## src/rtl/qr_fx_pkg.sv

```systemverilog
// Shared definitions for the QR fixed-point datapath: Q-format constants,
// the operand-mode enum and saturation-limit helpers.
package qr_fx_pkg;

    localparam int QR_DATA_W = 16;
    localparam int QR_FRAC   = 14;

    typedef enum logic {
        TC_UNSIGNED = 1'b0,
        TC_SIGNED   = 1'b1
    } tc_mode_e;

    // Largest two's-complement value representable in w bits.
    function automatic logic signed [63:0] fx_smax(input int w);
        return (64'sd1 <<< (w - 1)) - 64'sd1;
    endfunction

    // Most negative two's-complement value representable in w bits.
    function automatic logic signed [63:0] fx_smin(input int w);
        return -(64'sd1 <<< (w - 1));
    endfunction

    // Largest unsigned value representable in w bits.
    function automatic logic signed [63:0] fx_umax(input int w);
        return (64'sd1 <<< w) - 64'sd1;
    endfunction

endpackage

```

## src/rtl/qr_fx_rescale.sv

```systemverilog
// One-lane rescale: round-half-up by FRAC_SHIFT, then saturate to OUT_W
// using signed or unsigned limits depending on the beat's mode.
module qr_fx_rescale
    import qr_fx_pkg::*;
#(
    parameter int P_W        = 32,
    parameter int OUT_W      = 16,
    parameter int FRAC_SHIFT = 14
) (
    input  logic [P_W-1:0]   prod,
    input  tc_mode_e         tc,
    output logic [OUT_W-1:0] res,
    output logic             sat
);

    // One guard bit so the unsigned product plus rounding constant cannot wrap.
    localparam int EXT_W   = P_W + 1;
    localparam int RND_POS = (FRAC_SHIFT > 0) ? FRAC_SHIFT - 1 : 0;
    localparam logic [EXT_W-1:0] RND_ONE = {{(EXT_W-1){1'b0}}, 1'b1};
    localparam logic signed [EXT_W-1:0] RND = (FRAC_SHIFT > 0) ? (RND_ONE << RND_POS) : '0;

    localparam logic signed [63:0] S_MAX = fx_smax(OUT_W);
    localparam logic signed [63:0] S_MIN = fx_smin(OUT_W);
    localparam logic signed [63:0] U_MAX = fx_umax(OUT_W);

    logic signed [EXT_W-1:0] ext;
    logic signed [EXT_W-1:0] rnd;
    logic signed [EXT_W-1:0] shf;
    logic signed [63:0]      wide;
    logic signed [63:0]      lo;
    logic signed [63:0]      hi;

    // Extend, round, shift, then clamp to the output range of the active mode.
    always_comb begin
        // NOTE: every output gets a default before any branch, so no path can infer a latch.
        res  = '0;
        sat  = 1'b0;
        ext  = (tc == TC_SIGNED) ? {prod[P_W-1], prod} : {1'b0, prod};
        rnd  = ext + RND;
        shf  = (tc == TC_SIGNED) ? (rnd >>> FRAC_SHIFT) : (rnd >> FRAC_SHIFT);
        wide = {{(64-EXT_W){shf[EXT_W-1]}}, shf};
        lo   = (tc == TC_SIGNED) ? S_MIN : 64'sd0;
        hi   = (tc == TC_SIGNED) ? S_MAX : U_MAX;
        if (wide > hi) begin
            res = hi[OUT_W-1:0];
            sat = 1'b1;
        end else if (wide < lo) begin
            res = lo[OUT_W-1:0];
            sat = 1'b1;
        end else begin
            res = wide[OUT_W-1:0];
        end
    end

endmodule

```

## src/rtl/qr_mult_pipe_fx.sv

```systemverilog
// Multi-lane pipelined fixed-point multiplier with valid/ready handshake,
// whole-pipeline stall, per-beat signed/unsigned mode, sideband tag and
// round+saturate rescale in the final stage.
module qr_mult_pipe_fx
    import qr_fx_pkg::*;
#(
    parameter int A_W        = QR_DATA_W,
    parameter int B_W        = QR_DATA_W,
    parameter int OUT_W      = QR_DATA_W,
    parameter int FRAC_SHIFT = QR_FRAC,
    parameter int LANES      = 2,
    parameter int STAGES     = 2,
    parameter int TAG_W      = 4
) (
    input  logic                   clk,
    input  logic                   rst,
    input  logic                   in_valid,
    output logic                   in_ready,
    input  logic                   in_tc,
    input  logic [LANES*A_W-1:0]   in_a,
    input  logic [LANES*B_W-1:0]   in_b,
    input  logic [TAG_W-1:0]       in_tag,
    output logic                   out_valid,
    input  logic                   out_ready,
    output logic [LANES*OUT_W-1:0] out_data,
    output logic [TAG_W-1:0]       out_tag,
    output logic [LANES-1:0]       out_sat,
    output logic [LANES-1:0]       sat_sticky,
    input  logic                   sat_clr
);

    localparam int P_W = A_W + B_W;

    logic                   adv;
    tc_mode_e               in_mode;
    logic [LANES*P_W-1:0]   prod_in;

    logic                   fin_valid;
    tc_mode_e               fin_mode;
    logic [TAG_W-1:0]       fin_tag;
    logic [LANES*P_W-1:0]   fin_prod;

    logic [LANES*OUT_W-1:0] res_w;
    logic [LANES-1:0]       sat_w;

    // The whole pipe moves only when the output register is free or being drained.
    assign adv      = !(out_valid && !out_ready);
    assign in_ready = adv;
    assign in_mode  = tc_mode_e'(in_tc);

    // Full-width product of one lane, sign- or zero-extended by mode.
    function automatic logic [P_W-1:0] lane_mul(input logic [A_W-1:0] a,
                                                input logic [B_W-1:0] b,
                                                input tc_mode_e       tc);
        logic signed [P_W-1:0] sp;
        if (tc == TC_SIGNED) begin
            sp = P_W'($signed(a)) * P_W'($signed(b));
            return sp;
        end
        return P_W'(a) * P_W'(b);
    endfunction

    // Per-lane multiply of the incoming beat.
    always_comb begin
        prod_in = '0;
        for (int i = 0; i < LANES; i++) begin
            prod_in[i*P_W +: P_W] = lane_mul(in_a[i*A_W +: A_W], in_b[i*B_W +: B_W], in_mode);
        end
    end

    generate
        if (STAGES == 1) begin : g_direct
            assign fin_valid = in_valid;
            assign fin_mode  = in_mode;
            assign fin_tag   = in_tag;
            assign fin_prod  = prod_in;
        end else begin : g_pipe
            logic                 pv [STAGES-1];
            tc_mode_e             pm [STAGES-1];
            logic [TAG_W-1:0]     pt [STAGES-1];
            logic [LANES*P_W-1:0] pp [STAGES-1];

            // Product/sideband shift chain ahead of the rescale stage; bubbles are kept.
            always_ff @(posedge clk or posedge rst) begin
                if (rst) begin
                    for (int k = 0; k < STAGES - 1; k++) begin
                        pv[k] <= 1'b0;
                        pm[k] <= TC_UNSIGNED;
                        pt[k] <= '0;
                        pp[k] <= '0;
                    end
                end else if (adv) begin
                    // NOTE: non-blocking assignments make every stage sample pre-edge values, so the chain shifts exactly one place.
                    pv[0] <= in_valid;
                    pm[0] <= in_mode;
                    pt[0] <= in_tag;
                    pp[0] <= prod_in;
                    for (int k = 1; k < STAGES - 1; k++) begin
                        pv[k] <= pv[k-1];
                        pm[k] <= pm[k-1];
                        pt[k] <= pt[k-1];
                        pp[k] <= pp[k-1];
                    end
                end
            end

            assign fin_valid = pv[STAGES-2];
            assign fin_mode  = pm[STAGES-2];
            assign fin_tag   = pt[STAGES-2];
            assign fin_prod  = pp[STAGES-2];
        end
    endgenerate

    for (genvar i = 0; i < LANES; i++) begin : g_lane
        qr_fx_rescale #(
            .P_W        (P_W),
            .OUT_W      (OUT_W),
            .FRAC_SHIFT (FRAC_SHIFT)
        ) u_rescale (
            .prod (fin_prod[i*P_W +: P_W]),
            .tc   (fin_mode),
            .res  (res_w[i*OUT_W +: OUT_W]),
            .sat  (sat_w[i])
        );
    end

    // Output register: loads the rescaled beat when the pipe advances, holds on stall.
    always_ff @(posedge clk or posedge rst) begin
        if (rst) begin
            out_valid <= 1'b0;
            out_data  <= '0;
            out_tag   <= '0;
            out_sat   <= '0;
        end else if (adv) begin
            out_valid <= fin_valid;
            out_data  <= res_w;
            out_tag   <= fin_tag;
            out_sat   <= fin_valid ? sat_w : '0;
        end
    end

    // Sticky saturation flags collect on output handshakes; a clear beats a same-cycle event.
    always_ff @(posedge clk or posedge rst) begin
        if (rst) begin
            sat_sticky <= '0;
        end else if (sat_clr) begin
            sat_sticky <= '0;
        end else if (out_valid && out_ready) begin
            sat_sticky <= sat_sticky | out_sat;
        end
    end

endmodule

```

## config.mk

```make
export PLATFORM = sky130hd
export DESIGN_NAME = qr_mult_pipe_fx
export DESIGN_NICKNAME = d
export VERILOG_FILES = /design/src/rtl/qr_fx_pkg.sv /design/src/rtl/qr_fx_rescale.sv /design/src/rtl/qr_mult_pipe_fx.sv
export SDC_FILE = /design/constraint.sdc
export NUM_CORES = 2
export LEC_CHECK = 0
export ABC_AREA = 1
export CAP_MARGIN = 20
export CORE_ASPECT_RATIO = 0.5
export CORE_UTILIZATION = 30
export CTS_BUF_LIST = sky130_fd_sc_hd__clkbuf_4 sky130_fd_sc_hd__clkbuf_8
export CTS_CLUSTER_SIZE = 28
export DETAILED_ROUTE_END_ITERATION = 8
export PLACE_DENSITY_LB_ADDON = 0.1
export SLEW_MARGIN = 20
export SYNTH_ARGS = -nofsm -noshare
export SYNTH_HDL_FRONTEND = slang
export SYNTH_HIERARCHICAL = 1
export SYNTH_SLANG_ARGS = --single-unit
```

## constraint.sdc

```tcl
create_clock -name clk -period 5.45 [get_ports clk]
set_input_delay 0.8175 -clock clk [delete_from_list [all_inputs] [get_ports clk]]
set_output_delay 0.8175 -clock clk [all_outputs]
set_load 0.005 [all_outputs]
```

# After elaboration in Yosys (flattened, before gate mapping)
# Index checks and enable logic that the tools add are counted.
[word_totals]
in_bits = 74
reg_bits = 111
elab_cells = 47
[classes]
n_reduce_logical = 5
bitwise = 1
magnitude_cmp = 4
multipliers = 4
add_sub_neg = 2
muxes = 22
[ops]
columns = ["op", "count"]
rows = [
  ["2-to-1 mux 33 bit", 4],
  ["< comparator 33 x 64 -> 1 bit", 2],
  ["multiplier 16 x 16 -> 32 bit", 4],
  ["2-to-1 mux 32 bit", 4],
  ["2-to-1 mux 16 bit", 5],
  ["adder 33 x 15 -> 33 bit (second input constant)", 2],
  ["> comparator 33 x 17 -> 1 bit", 2],
  ["2-to-1 mux 64 bit", 1],
  ["2-to-1 mux 2 bit", 3],
  ["2-to-1 mux 1 bit", 5],
  ["logical AND 1 bit", 2],
  ["logical NOT 1 bit", 2],
  ["bitwise OR 2 bit", 1],
  ["nonzero test 2 bit", 1],
]

# Longest topological paths before layout
[depth]
ltp_word = 7
mapped_depth = 30
mapped_depth_nobuf = 28

# Modules after synthesis
# Netlist, hierarchy kept.
[modules_own_cells]
columns = ["mod", "cells_each", "area_each_um2", "instances"]
rows = [
  ["qr_mult_pipe_fx", 5035, 37034.3, 1],
  ["qr_fx_rescale", 170, 927.1, 2],
]

# Worst setup path after synthesis
# No wires, ideal clock.
[synth_path]
kind = "input -> register"
from = "input in_a[15]"
to = "register g_pipe.pp (netlist bit fin_prod[30])"
cell_stages = 26
slack_ns = -0.870
t_arrival_ns = 6.204
required_ns = 5.333
path_cell_list = "clkbuf_1 clkbuf_1 nand2_1 fa_1 inv_1 fa_1 fa_1 inv_1 fa_1 inv_1 fa_1 inv_1 fa_1 inv_1 ha_1 nand2_1 nor2_1 nand2_1 nor3b_1 nand2_1 nand2_1 nand2_1 nand3_1 nand2_1 nand2_1 nand2_1"
[synth_between]
elab_chain_len = 3
[synth_rtl]
columns = ["item", "line", "text"]
rows = [
  ["start: declaration", "qr_mult_pipe_fx.sv:20", "input logic [LANES*A_W-1:0] in_a,"],
  ["multiplier 16 x 16 -> 32 bit", "qr_mult_pipe_fx.sv:57", "sp = P_W'($signed(a)) * P_W'($signed(b));"],
  ["2-to-1 mux 32 bit", "qr_mult_pipe_fx.sv:56", "if (tc == TC_SIGNED) begin"],
  ["2-to-1 mux 32 bit *", "qr_mult_pipe_fx.sv:60", "return P_W'(a) * P_W'(b);"],
  ["end signal: indexed assignment", "qr_mult_pipe_fx.sv:102", "pp[k] <= pp[k-1];"],
  ["end: declaration", "qr_mult_pipe_fx.sv:81", "logic [LANES*P_W-1:0] pp [STAGES-1];"],
]
# Every way passes the cells marked *; elsewhere a longest branch is shown, timed or not. The select of a mux whose other input is x is not followed.
# A chain may end at the register's enable or synchronous reset.

# Final worst setup path
[layout_path]
from = "input in_a[31]"
to = "register g_pipe.pp (netlist bit fin_prod[63])"
# The elaborated chain is that of the path after synthesis.

==> flow_summary.json <==
{
  "cts_tree": "done",
  "dpl.cell_count": 7455,
  "numCtsBuffers": 9,
  "rsz0062_at_grt": "yes",
  "worstMarginPinSlew_ns": 0.744,
  "route.vias.total": 33900,
  "critical_path_class": "primary input to flop",
  "clockRootBuffer": "clkbuf_8",
  "place_congestion": 0.885,
  "postSynthAreaPerCell_um2": 7.19,
  "min_to": "out_tag[0]$_DFFE_PP0N_",
  "holdCritStartpoint": "fin_tag[0]$_DFFE_PP0N_",
  "first_iter_violations": 1527,
  "final_hold_viol_count": 0,
  "area_delta_synth_final_pct": 40.1,
  "synthesis.nets": 6354,
  "grt_pass1_vias": 36800,
  "critPathMaxStageDelay_ns": 0.58,
  "cts.sinks": 85,
  "fin_tns_setup_ns": -6.58,
  "timing.rr.start": "fin_prod[46]$_DFFE_PP0N_",
  "antenna_cells": 0,
  "synth_cells": 5228,
  "rrSetupSlack_ns": 2.00,
  "start_util": 0.304,
  "crit_top_cell": "fa_1",
  "final_common_cell": "inv_1",
  "relSlewSlack": 0.504,
  "grt_usage": 0.213,
  "arrival_ns": 6.06,
  "setup_slack_ns": -0.276,
  "drtPass1Iterations": 7,
  "antenna_left": 0,
  "min_path_cells": 2,
  "status": "finished, violations left",
  "startpoint_type": "primary input",
  "slew_viol_final": 0,
  "path_clk_slew_ns": 0.09,
  "min_period_ns": 5.73,
  "crit_fanout": 6,
  "path_buf_inv": 11,
  "cts.path.max_buffers": 2,
  "wl_per_cell_um": 16.9,
  "violations": "setup timing",
  "htreeDepth": 3,
  "grt_max_degree": 63,
  "core_um2": 124000,
  "final_cell_mix": "inv_1 (1332), nand2_1 (1232), fa_1 (653)",
  "r2r-end": "out_data[30]$_DFFE_PP0N_",
  "fin_skew_ns": 0.0295,
  "viasPerCell": 4.42,
  "end_kind": "flop",
  "antenna_found_initial": 0,
  "fin_nets": 7115,
  "path_delay_family": "adder cells",
  "overflow": 0,
  "grt_pass1_wl_mm": 209,
  "clkLatencyLatePin_ns": 0.42,
  "fin_area_um2": 52700,
  "post_dp_cell_area_um2": 46800,
  "die_w_um": 503,
  "yosysWarnings": 6,
  "stdcell_count": 7668,
  "nFillCells": 12800,
  "max_freq_mhz": 175,
  "dp.final_hpwl_mm": 109,
  "post-route-period-util": 1.05,
  "port_buffers": 115,
  "drcViolationCount": 0,
  "totalWireLength_mm": 130,
  "setup_viol_count_final": 38,
  "r2r_cells": 19,
  "cp_slowest_cell": "fa_1",
  "ios": 116,
  "layout-drive-gt1-share": 0.313,
  "num_rows": 91,
  "hold_class": "flop to flop",
  "die_h_um": 252,
  "dieArea_um2": 127000,
  "worstPathRequired_ns": 5.79,
  "maxCapViolations": 0,
  "netlist_area_um2": 37600
}
[layout make-up]
type	instances	area [µm²]	area share
multi-input combinational	3430	33000	0.627
tap	1674	2090	0.0398
clock buffer	13	179	0.00340
timing repair buffer	914	9360	0.178
inverter	1549	5890	0.112
sequential	85	2130	0.0404
clock inverter	3	17.5	0.000333
[worst register-to-register path, stage by stage, from the launching register on]
cell	delay (ns)
dfrtp_1	0.45
ha_1	0.27
nand2_2	0.12
nor2_4	0.17
nand3_2	0.12
nor2_4	0.13
nand2_2	0.09
xor2_1	0.34
ha_1	0.22
inv_1	0.04
a21oi_1	0.12
nor2_1	0.05
o21ai_0	0.18
nand2_1	0.07
nand2_1	0.27
clkinv_1	0.35
nand3_1	0.17
nand2_2	0.07
nand2_1	0.07
nand2_1	0.05
[registers in the layout (all words and copies together) (netlist names)]
name,count
fin_mode,1
fin_prod,38
fin_tag,4
fin_valid,1
out_data,32
out_sat,2
out_tag,4
out_valid,1
sat_sticky,2
[per-layer routing]
metal  vias up  wire length [µm]  track usage
met3        88              2360       0.0103
met4         0              1960       0.0288
li1      16500                 -            -
met1     16900             61700        0.292
met5         -                 0            0
met2       394             63800        0.377
[worst max path at each step]
| stage | depth (start not counted) | slack [ns] | startpoint | end |
|---|---|---|---|---|
| final | 26 | -0.28 | in_a[31] | fin_prod[63]$_DFFE_PP0N_ |
| after global routing | 26 | -0.46 | in_a[31] | fin_prod[63]$_DFFE_PP0N_ |
| after CTS | 30 | -0.30 | in_b[20] | fin_prod[55]$_DFFE_PP0N_ |
| after detailed placement | 26 | -1.45 | in_a[6] | fin_prod[19]$_DFFE_PP0N_ |
| after global placement | 26 | -1.47 | in_a[5] | fin_prod[19]$_DFFE_PP0N_ |
| after floorplan | 26 | -0.28 | in_a[15] | fin_prod[29]$_DFFE_PP0N_ |
[through the flow]
stage | util | hold slack, ns | setup slack, ns
after detailed placement | 0.378 | 0.460 | -1.45
after global routing | 0.426 | 0.506 | -0.455
final | 0.426 | 0.477 | -0.276
after global placement | 0.378 | 0.455 | -1.47
after floorplan | - | 0.442 | -0.275
after CTS | 0.416 | 0.481 | -0.305
[timing repair]
action / 4_1_cts / 5_1_grt
gates cloned: 30 / 0
setup buffers: 141 / 37
pin swaps: 517 / 319
hold endpoints to repair: 0 / 0
hold buffers: 0 / 0
resized for setup: 1029 / 291
setup endpoints to repair: 38 / 38
Power is left out: the tool's default activity adds up to more than one toggle a clock period on the data nets, which glitch-free logic cannot reach.
